<file path="src/rtl/usb_serial_fifo_pkg.sv">
// Shared definitions for the USB-serial FIFO controller: register word
// addresses, STATUS/CTRL bit positions and the RX prefetch state encoding.
package usb_serial_fifo_pkg;

    localparam int unsigned ADR_RX_DATA = 0;
    localparam int unsigned ADR_TX_DATA = 1;
    localparam int unsigned ADR_STATUS  = 2;
    localparam int unsigned ADR_CTRL    = 3;
    localparam int unsigned ADR_TIMEOUT = 4;

    localparam int ST_RX_VALID  = 8;
    localparam int ST_M2U_FULL  = 9;
    localparam int ST_TX_OVF    = 10;
    localparam int ST_RX_PEND   = 11;
    localparam int ST_TX_PEND   = 12;

    localparam int CTRL_RX_IRQ_EN = 0;
    localparam int CTRL_TX_IRQ_EN = 1;

    typedef enum logic [1:0] {
        RX_IDLE = 2'd0,
        RX_POP  = 2'd1,
        RX_LOAD = 2'd2,
        RX_HOLD = 2'd3
    } rx_state_e;

    // Expands the four Wishbone byte strobes into a per-bit write mask.
    function automatic logic [31:0] byte_mask(input logic [3:0] bstb);
        logic [31:0] m;
        for (int i = 0; i < 4; i++) begin
            m[i*8 +: 8] = {8{bstb[i]}};
        end
        return m;
    endfunction

endpackage

</file>
<file path="src/rtl/usb_serial_rx_prefetch.sv">
// RX prefetch: pops one byte at a time from the USB->M4 FIFO into a holding
// register and counts idle cycles while that byte waits to be read.
module usb_serial_rx_prefetch
    import usb_serial_fifo_pkg::*;
#(
    parameter int TIMEOUT_W = 16
) (
    input  logic                 clk,
    input  logic                 rst_n,
    input  logic                 fifo_empty,
    output logic                 fifo_pop,
    input  logic [7:0]           fifo_dout,
    input  logic [3:0]           popflag,
    input  logic                 consume,
    input  logic [TIMEOUT_W-1:0] timeout,
    output rx_state_e            state,
    output logic [7:0]           rx_byte,
    output logic                 idle_hit
);

    rx_state_e            state_d;
    logic                 rx_valid;
    logic [3:0]           popflag_q;
    logic [TIMEOUT_W-1:0] idle_cnt;

    assign rx_valid = (state == RX_HOLD);

    always_ff @(posedge clk or negedge rst_n) begin
        if (!rst_n) begin
            state <= RX_IDLE;
        end else begin
            state <= state_d;
        end
    end

    // Pop is only reachable from IDLE, so no second pop can start while a byte is held.
    always_comb begin
        state_d  = state;
        fifo_pop = 1'b0;
        case (state)
            RX_IDLE: if (!fifo_empty) state_d = RX_POP;
            RX_POP: begin
                fifo_pop = 1'b1;
                state_d  = RX_LOAD;
            end
            RX_LOAD: state_d = RX_HOLD;
            RX_HOLD: if (consume) state_d = RX_IDLE;
            default: state_d = RX_IDLE;
        endcase
    end

    always_ff @(posedge clk or negedge rst_n) begin
        if (!rst_n) begin
            rx_byte   <= 8'd0;
            popflag_q <= 4'd0;
            idle_cnt  <= '0;
        end else begin
            popflag_q <= popflag;
            if (state == RX_LOAD) begin
                rx_byte <= fifo_dout;
            end
            // Any sign of FIFO activity restarts the idle window.
            if (!rx_valid || consume || (popflag != popflag_q)) begin
                idle_cnt <= '0;
            end else if (idle_cnt < timeout) begin
                idle_cnt <= idle_cnt + 1'b1;
            end
        end
    end

    assign idle_hit = (timeout != '0) && (idle_cnt == timeout);

endmodule

</file>
<file path="src/rtl/usb_serial_fifo_ctrl.sv">
// Wishbone slave giving the M4 access to the USB-serial bridge FIFOs:
// RX prefetch, TX push with overflow flag, and a W1C interrupt block.
module usb_serial_fifo_ctrl
    import usb_serial_fifo_pkg::*;
#(
    parameter int             ADDRWIDTH     = 7,
    parameter int             TIMEOUT_W     = 16,
    parameter [TIMEOUT_W-1:0] TIMEOUT_DEF   = 16'd12000,
    parameter [3:0]           RX_THRESH_DEF = 4'h4,
    parameter [3:0]           TX_THRESH_DEF = 4'h4,
    parameter [31:0]          DEF_REG_VALUE = 32'hFAB_DEF_AC
) (
    input  logic                 WBs_CLK_i,
    input  logic                 WBs_RST_n_i,
    input  logic [ADDRWIDTH-1:0] WBs_ADR_i,
    input  logic                 WBs_CYC_i,
    input  logic                 WBs_STB_i,
    input  logic                 WBs_WE_i,
    input  logic [3:0]           WBs_BYTE_STB_i,
    input  logic [31:0]          WBs_DAT_i,
    output logic [31:0]          WBs_DAT_o,
    output logic                 WBs_ACK_o,
    output logic                 FIFO_u2m_pop,
    input  logic [7:0]           FIFO_u2m_dout,
    input  logic                 FIFO_u2m_empty,
    input  logic [3:0]           FIFO_u2m_popflag,
    output logic                 FIFO_m2u_push,
    output logic [7:0]           FIFO_m2u_din,
    input  logic                 FIFO_m2u_full,
    input  logic [3:0]           FIFO_m2u_pushflag,
    output logic                 Interrupt_o
);

    // Handshake: a request is CYC&STB sampled while ACK is low; ACK is the
    // one-cycle ready/done strobe and carries read data. The master must
    // hold address/data stable until it sees ACK.
    logic wb_req, wr_req, rd_req;
    logic hit_rx, hit_tx, hit_st, hit_ctrl, hit_to;

    assign wb_req = WBs_CYC_i & WBs_STB_i & ~WBs_ACK_o;
    assign wr_req = wb_req & WBs_WE_i;
    assign rd_req = wb_req & ~WBs_WE_i;

    assign hit_rx   = (WBs_ADR_i == ADDRWIDTH'(ADR_RX_DATA));
    assign hit_tx   = (WBs_ADR_i == ADDRWIDTH'(ADR_TX_DATA));
    assign hit_st   = (WBs_ADR_i == ADDRWIDTH'(ADR_STATUS));
    assign hit_ctrl = (WBs_ADR_i == ADDRWIDTH'(ADR_CTRL));
    assign hit_to   = (WBs_ADR_i == ADDRWIDTH'(ADR_TIMEOUT));

    logic                 rx_irq_en, tx_irq_en;
    logic [3:0]           rx_thresh, tx_thresh;
    logic [TIMEOUT_W-1:0] timeout;
    logic                 tx_ovf, rx_pend, tx_pend;
    logic                 rd_consume_q, rx_consume;
    rx_state_e            rx_state;
    logic                 rx_valid;
    logic [7:0]           rx_byte;
    logic                 idle_hit;

    usb_serial_rx_prefetch #(
        .TIMEOUT_W (TIMEOUT_W)
    ) u_rx_prefetch (
        .clk        (WBs_CLK_i),
        .rst_n      (WBs_RST_n_i),
        .fifo_empty (FIFO_u2m_empty),
        .fifo_pop   (FIFO_u2m_pop),
        .fifo_dout  (FIFO_u2m_dout),
        .popflag    (FIFO_u2m_popflag),
        .consume    (rx_consume),
        .timeout    (timeout),
        .state      (rx_state),
        .rx_byte    (rx_byte),
        .idle_hit   (idle_hit)
    );

    assign rx_valid   = (rx_state == RX_HOLD);
    assign rx_consume = WBs_ACK_o & rd_consume_q;

    logic [31:0] status_word, rd_data, wmask, to_merge;
    logic        unused_bits;

    assign status_word = {19'd0, tx_pend, rx_pend, tx_ovf, FIFO_m2u_full, rx_valid,
                          FIFO_m2u_pushflag, FIFO_u2m_popflag};
    assign wmask       = byte_mask(WBs_BYTE_STB_i);
    assign to_merge    = (32'(timeout) & ~wmask) | (WBs_DAT_i & wmask);
    assign unused_bits = ^{to_merge, WBs_DAT_i, WBs_BYTE_STB_i};

    always_comb begin
        rd_data = DEF_REG_VALUE;
        if (hit_rx) begin
            rd_data = rx_valid ? {23'd0, 1'b1, rx_byte} : 32'd0;
        end else if (hit_tx) begin
            rd_data = 32'd0;
        end else if (hit_st) begin
            rd_data = status_word;
        end else if (hit_ctrl) begin
            rd_data = {20'd0, tx_thresh, rx_thresh, 2'b00, tx_irq_en, rx_irq_en};
        end else if (hit_to) begin
            rd_data = 32'(timeout);
        end
    end

    always_ff @(posedge WBs_CLK_i or negedge WBs_RST_n_i) begin
        if (!WBs_RST_n_i) begin
            WBs_ACK_o    <= 1'b0;
            WBs_DAT_o    <= 32'd0;
            rd_consume_q <= 1'b0;
        end else begin
            WBs_ACK_o    <= wb_req;
            WBs_DAT_o    <= rd_req ? rd_data : 32'd0;
            rd_consume_q <= rd_req & hit_rx & rx_valid;
        end
    end

    always_ff @(posedge WBs_CLK_i or negedge WBs_RST_n_i) begin
        if (!WBs_RST_n_i) begin
            rx_irq_en <= 1'b0;
            tx_irq_en <= 1'b0;
            rx_thresh <= RX_THRESH_DEF;
            tx_thresh <= TX_THRESH_DEF;
            timeout   <= TIMEOUT_DEF;
        end else if (wr_req) begin
            if (hit_ctrl && WBs_BYTE_STB_i[0]) begin
                rx_irq_en <= WBs_DAT_i[CTRL_RX_IRQ_EN];
                tx_irq_en <= WBs_DAT_i[CTRL_TX_IRQ_EN];
                rx_thresh <= WBs_DAT_i[7:4];
            end
            if (hit_ctrl && WBs_BYTE_STB_i[1]) begin
                tx_thresh <= WBs_DAT_i[11:8];
            end
            if (hit_to) begin
                timeout <= to_merge[TIMEOUT_W-1:0];
            end
        end
    end

    logic tx_wr, st_w1c, rx_set, tx_set;

    assign tx_wr  = wr_req & hit_tx & WBs_BYTE_STB_i[0];
    assign st_w1c = wr_req & hit_st & WBs_BYTE_STB_i[1];
    assign rx_set = rx_irq_en & ((FIFO_u2m_popflag >= rx_thresh) | idle_hit);
    assign tx_set = tx_irq_en & (FIFO_m2u_pushflag >= tx_thresh);

    // Set terms are ORed in after the clear so a still-true condition re-arms the bit.
    always_ff @(posedge WBs_CLK_i or negedge WBs_RST_n_i) begin
        if (!WBs_RST_n_i) begin
            FIFO_m2u_push <= 1'b0;
            FIFO_m2u_din  <= 8'd0;
            tx_ovf        <= 1'b0;
            rx_pend       <= 1'b0;
            tx_pend       <= 1'b0;
            Interrupt_o   <= 1'b0;
        end else begin
            FIFO_m2u_push <= tx_wr & ~FIFO_m2u_full;
            if (tx_wr && !FIFO_m2u_full) begin
                FIFO_m2u_din <= WBs_DAT_i[7:0];
            end
            tx_ovf  <= (tx_ovf  & ~(st_w1c & WBs_DAT_i[ST_TX_OVF]))  | (tx_wr & FIFO_m2u_full);
            rx_pend <= (rx_pend & ~(st_w1c & WBs_DAT_i[ST_RX_PEND])) | rx_set;
            tx_pend <= (tx_pend & ~(st_w1c & WBs_DAT_i[ST_TX_PEND])) | tx_set;
            Interrupt_o <= rx_pend | tx_pend;
        end
    end

endmodule
</file>
<file path="config.mk">
export PLATFORM = sky130hd
export DESIGN_NAME = usb_serial_fifo_ctrl
export DESIGN_NICKNAME = d
export VERILOG_FILES = /design/src/rtl/usb_serial_fifo_pkg.sv /design/src/rtl/usb_serial_rx_prefetch.sv /design/src/rtl/usb_serial_fifo_ctrl.sv
export SDC_FILE = /design/constraint.sdc
export NUM_CORES = 1
export LEC_CHECK = 0
export ABC_AREA = 1
export CORE_UTILIZATION = 40
export CTS_BUF_LIST = sky130_fd_sc_hd__clkbuf_8 sky130_fd_sc_hd__clkbuf_16
export DETAILED_ROUTE_END_ITERATION = 10
export GPL_TIMING_DRIVEN = 0
export PLACE_DENSITY_LB_ADDON = 0.1
export SETUP_SLACK_MARGIN = 0.02
export SYNTH_ARGS = -nofsm -noshare
export SYNTH_HDL_FRONTEND = slang
export SYNTH_SLANG_ARGS = --single-unit
export TNS_END_PERCENT = 1
</file>
<file path="constraint.sdc">
create_clock -name WBs_CLK_i -period 2.4 [get_ports WBs_CLK_i]
set_clock_uncertainty 0.05 [all_clocks]
set_input_delay 0.48 -clock WBs_CLK_i [delete_from_list [all_inputs] [get_ports WBs_CLK_i]]
set_output_delay 0.48 -clock WBs_CLK_i [all_outputs]
set_load 0.05 [all_outputs]
</file>
* Yosys cells after proc, flatten, opt, wreduce, memory -nomap -nowiden
Cells that the tools add are included.
Word-level totals: flip-flop bits (word level) 103, input port bits 66, output and inout bits 44, logic and storage cells 98
Operators by class: add/sub/neg operators 1, order comparisons 3, equality and inequality tests 11, muxes and demuxes 13, bitwise logic cells 36, reductions and logical operators 16
Operators by type and width (count):
- $mux W32 | 6
- $and A16 B16 Y16 | 2
- $mux W16 | 2
- $and A1 B1 Y1 | 21
- $add A16 B1 Y16 const B | 1
- $eq A16 B16 Y1 | 1
- $lt A16 B16 Y1 | 1
- $not A16 Y16 | 1
- $or A16 B16 Y16 | 1
- $reduce_bool A16 Y1 | 1
- $eq A7 B2 Y1 const B | 2
- $mux W9 | 1
- $ge A4 B4 Y1 | 2
- $pmux W2 S4 | 1
- $reduce_and A2 Y1 | 4
- $eq A7 B1 Y1 const B | 1
- $eq A7 B3 Y1 const B | 1
- $logic_not A7 Y1 | 1
- $not A1 Y1 | 6
- $or A1 B1 Y1 | 5
- $eq A2 B2 Y1 const B | 2
- $logic_and A1 B1 Y1 | 4
- $mux W2 | 2
- $ne A4 B4 Y1 | 1
- 8 further kinds | 10

* Depth between registers and ports, before layout
depth in word-level cells 9, mapped depth 14, depth with buffers taken out 13

* Modules after synthesis
Synthesis repeated with hierarchy kept, for this count alone.
Unflattened totals: cells, all modules 614, area, all modules 5205.0 sq um
Modules (own cells, without submodules):
- usb_serial_fifo_ctrl | times used 1, cells each 369, area an instance 3123.0 sq um, sequential area each 1462.7 sq um
- usb_serial_rx_prefetch | times used 1, cells each 245, area an instance 2082.0 sq um, sequential area each 750.7 sq um

* Worst setup path after synthesis
Ideal clock, no wire load.
kind reg2reg, from reg (tool-made name), to reg u_rx_prefetch.idle_cnt[13], library setup time 118 ps, arrival time 1674 ps, data required time 2232 ps, setup slack 558 ps, stages on the path, launching flop included 12, path buffers 1, clock period less this slack 1842 ps, path through dfstp_2 > inv_1 > ha_1 > nand2_1 > nand2_1 > nand2_1 > nand2_1 > a21oi_4 > nand2_4 > buf_6 > nand3_1 > nand2_1
RTL lines:
- end signal, assigned | line usb_serial_rx_prefetch.sv:66 | idle_cnt <= idle_cnt + 1'b1;
- end, declared | line usb_serial_rx_prefetch.sv:24 | logic [TIMEOUT_W-1:0] idle_cnt;

==> metrics <==
status finished clean; R2R depth 11; post-CTS setup buffer count 0; synthesized instance count 606; largest stage delay on the critical path 0.87 ns; deepest clock path buffer count 2; overall routing resource usage 0.203; ys async rst share 1.00; area leader, netlist dfrtp_1; first-pass GRT wire length 20.4 mm; Leak Pwr 3.26 nW; clk root buf clkbuf_16; Mean Syn Cell Area 8.38 µm²; # fillers 1217; layout cells sized above 1 0.170; share of the clock period used by the worst path 0.941; Area contributors post-synth dfrtp_1 (39%), nand2_1 (9.8%), ha_1 (7.4%); Core ar. 12200 µm²; Crit-path slowest cell clkdlybuf4s50_1; routed vias/inst 4.83; worst min path class in2async; DR WL/cell 13.9 µm; WP buf/inv 1; peak supply drop 0.375 mV; CTS tree done; Overflow after GRT 0; row count 40; post-route ant nets 0; Worst-path clk slew 0.06 ns; Die W 115 µm; # IOs 110; Crit path depth 1; flops & latches, synth 88; Worst setup endpoint WBs_DAT_o[16]; final worst setup slack 0.141 ns; Max-Cap Viols 0; H-tree depth 3; critical path launch point type flip-flop; CP startpoint WBs_DAT_o[30]$_DFF_PN0_; largest net degree at the start of global routing 46; Arr. time, crit path 1.73 ns; # nets final 804; Netlist cell types 40; placed insts 865; Setup TNS 0 ns; Slew @ Worst Pin 0.588 ns; Fin. Hold Viols 0; Layout Cells excl Fill 881; Largest delay share family, worst path buffers and inverters; Post-Route WL 12.3 mm; CP Max Fanout 12; Syn. warnings 0; CP Cell Sequence clkdlybuf4s50_1; number of synthesized flops with an enable pin 0; sequential share of the synthesized area 0.436; diode count 0; Pwr Density 568 nW/µm²; worst path required time 1.87 ns; DRC errors left 0; flop2flop setup slack 0.29 ns; FF-to-FF End u_rx_prefetch.idle_cnt[13]$_DFFE_PN0P_; input/output buffers 87; RePlAce Congestion 0.797; TritonCTS buffer count 9; Setup CP Type reg2out; DP Wirelength 9.54 mm; Post-Syn Area 5080 µm²; first drt pass iteration count 4; Final Critical Period 2.26 ns; slew margin rel. 0.608; RSZ-0062 raised after global routing false; routed vias 4254; Setup violations, final 0; vias in the first global route 4166; post-place setup slack 0.153 ns; Max Fclk 0.443 GHz; Die Y 115 µm; clk_lat worst skew 0.34 ns; Synth top area share 0.389; Starting Density 0.416; Synth Flop Type dfrtp_1; Initial DRC Count 201; crit end category primary output; clock tree sinks 88; initial antenna violation count 0; die area 13200 µm²; Area Growth Syn to Fin 26.8%; Max Slew Vio Count 0
## worst min path at each step
stage,to,slack [ns],from
6_report,WBs_DAT_o[4]$_DFF_PN0_,0.08,WBs_RST_n_i
5_1_grt,WBs_DAT_o[4]$_DFF_PN0_,0.13,WBs_RST_n_i
4_1_cts,WBs_DAT_o[4]$_DFF_PN0_,0.10,WBs_RST_n_i
3_5_place_dp,WBs_DAT_o[6]$_DFF_PN0_,0.41,u_rx_prefetch.rx_byte[6]$_DFFE_PN0P_
3_3_place_gp,WBs_DAT_o[6]$_DFF_PN0_,0.41,u_rx_prefetch.rx_byte[6]$_DFFE_PN0P_
2_1_floorplan,FIFO_m2u_din[0]$_DFFE_PN0P_,0.13,WBs_RST_n_i
## metrics by stage
stage	area [µm²]	total power [mW]	hold slack [ns]	utilization
after global routing	6440	3.86	0.128	0.528
final	6440	3.66	0.0781	0.528
after global placement	6170	2.40	0.411	0.505
after CTS	6460	3.71	0.101	0.529
after detailed placement	6200	2.44	0.411	0.507
after floorplan	5090	2.14	0.134	-
## routing by layer
metal	track usage	vias to the layer above	share of wire	wire length, µm
met1	0.277	2013	0.47	5810
met3	0.0365	13	0.044	537
met2	0.320	94	0.46	5670
met4	0.0788	0	0.019	231
li1	-	2134	-	-
met5	0	-	0	0
## what timing repair did
action                                  in CTS  in global routing
endpoints found under the hold margin        0                  0
pin swaps                                    0                  0
hold buffers                                 0                  0
gates resized for setup                      1                 11
endpoints found under the setup margin       1                 11
## cells by family after synthesis
group	Yosys count	synth area share
fa+ha+maj	30	0.0739
flops	88	0.436
compound gates	91	0.108
other cells	1	0.000738
xor+xnor	11	0.0190
mux	1	0.00222
buf+inv	120	0.113
simple gates	264	0.248
## cells in the mapped netlist (13+ instances only)
master / n
o21ai_2: 14
a21oi_1: 13
o21ai_0: 29
nand3_1: 29
nand2_1: 133
nor2_1: 43
nand4_1: 25
dfrtp_1: 79
buf_4: 16
inv_1: 81
ha_1: 30
o21ai_1: 20
## cell type report
cell class | instances | area (µm²) | area share
buffer | 28 | 223 | 0.0346
clock buffer | 10 | 239 | 0.0371
clock inverter | 6 | 30.0 | 0.00466
inverter | 92 | 349 | 0.0542
multi-input combinational | 401 | 2310 | 0.358
sequential | 88 | 2210 | 0.344
tap | 168 | 210 | 0.0326
timing repair buffer | 88 | 872 | 0.135
## cell usage in the layout, fill, tap and decap left out, types with 2 or more instances in the layout
cell	synthesis	final
nor3_2	2	2
clkinv_2	1	3
buf_4	16	27
buf_2	4	4
o22ai_1	6	6
conb_1	1	4
a21oi_2	3	3
nand2_2	10	10
nor2_4	3	3
nand2_4	4	4
xnor2_1	5	5
nor3_1	4	4
inv_1	81	84
dfstp_2	9	9
o21ai_0	29	29
nand2_1	133	133
o21ai_1	20	20
xor2_1	6	6
dfrtp_1	79	79
nand3_1	29	29
buf_6	7	7
clkdlybuf4s50_1	0	74
clkbuf_16	0	9
nand4_1	25	25
ha_1	30	30
a21boi_0	3	3
nor2_1	43	43
a21o_1	2	2
inv_2	9	9
nor2_2	5	5
a21oi_1	13	13
o21ai_2	14	14
## report_power, final
group / total (mW) / internal [mW] / switching (mW)
clock: 1.27 / 0.716 / 0.555
sequential: 1.66 / 1.61 / 0.0502
combinational: 0.735 / 0.274 / 0.461
total: 3.66 / 2.60 / 1.07
Note: power is estimated with default switching activity, not from simulation.
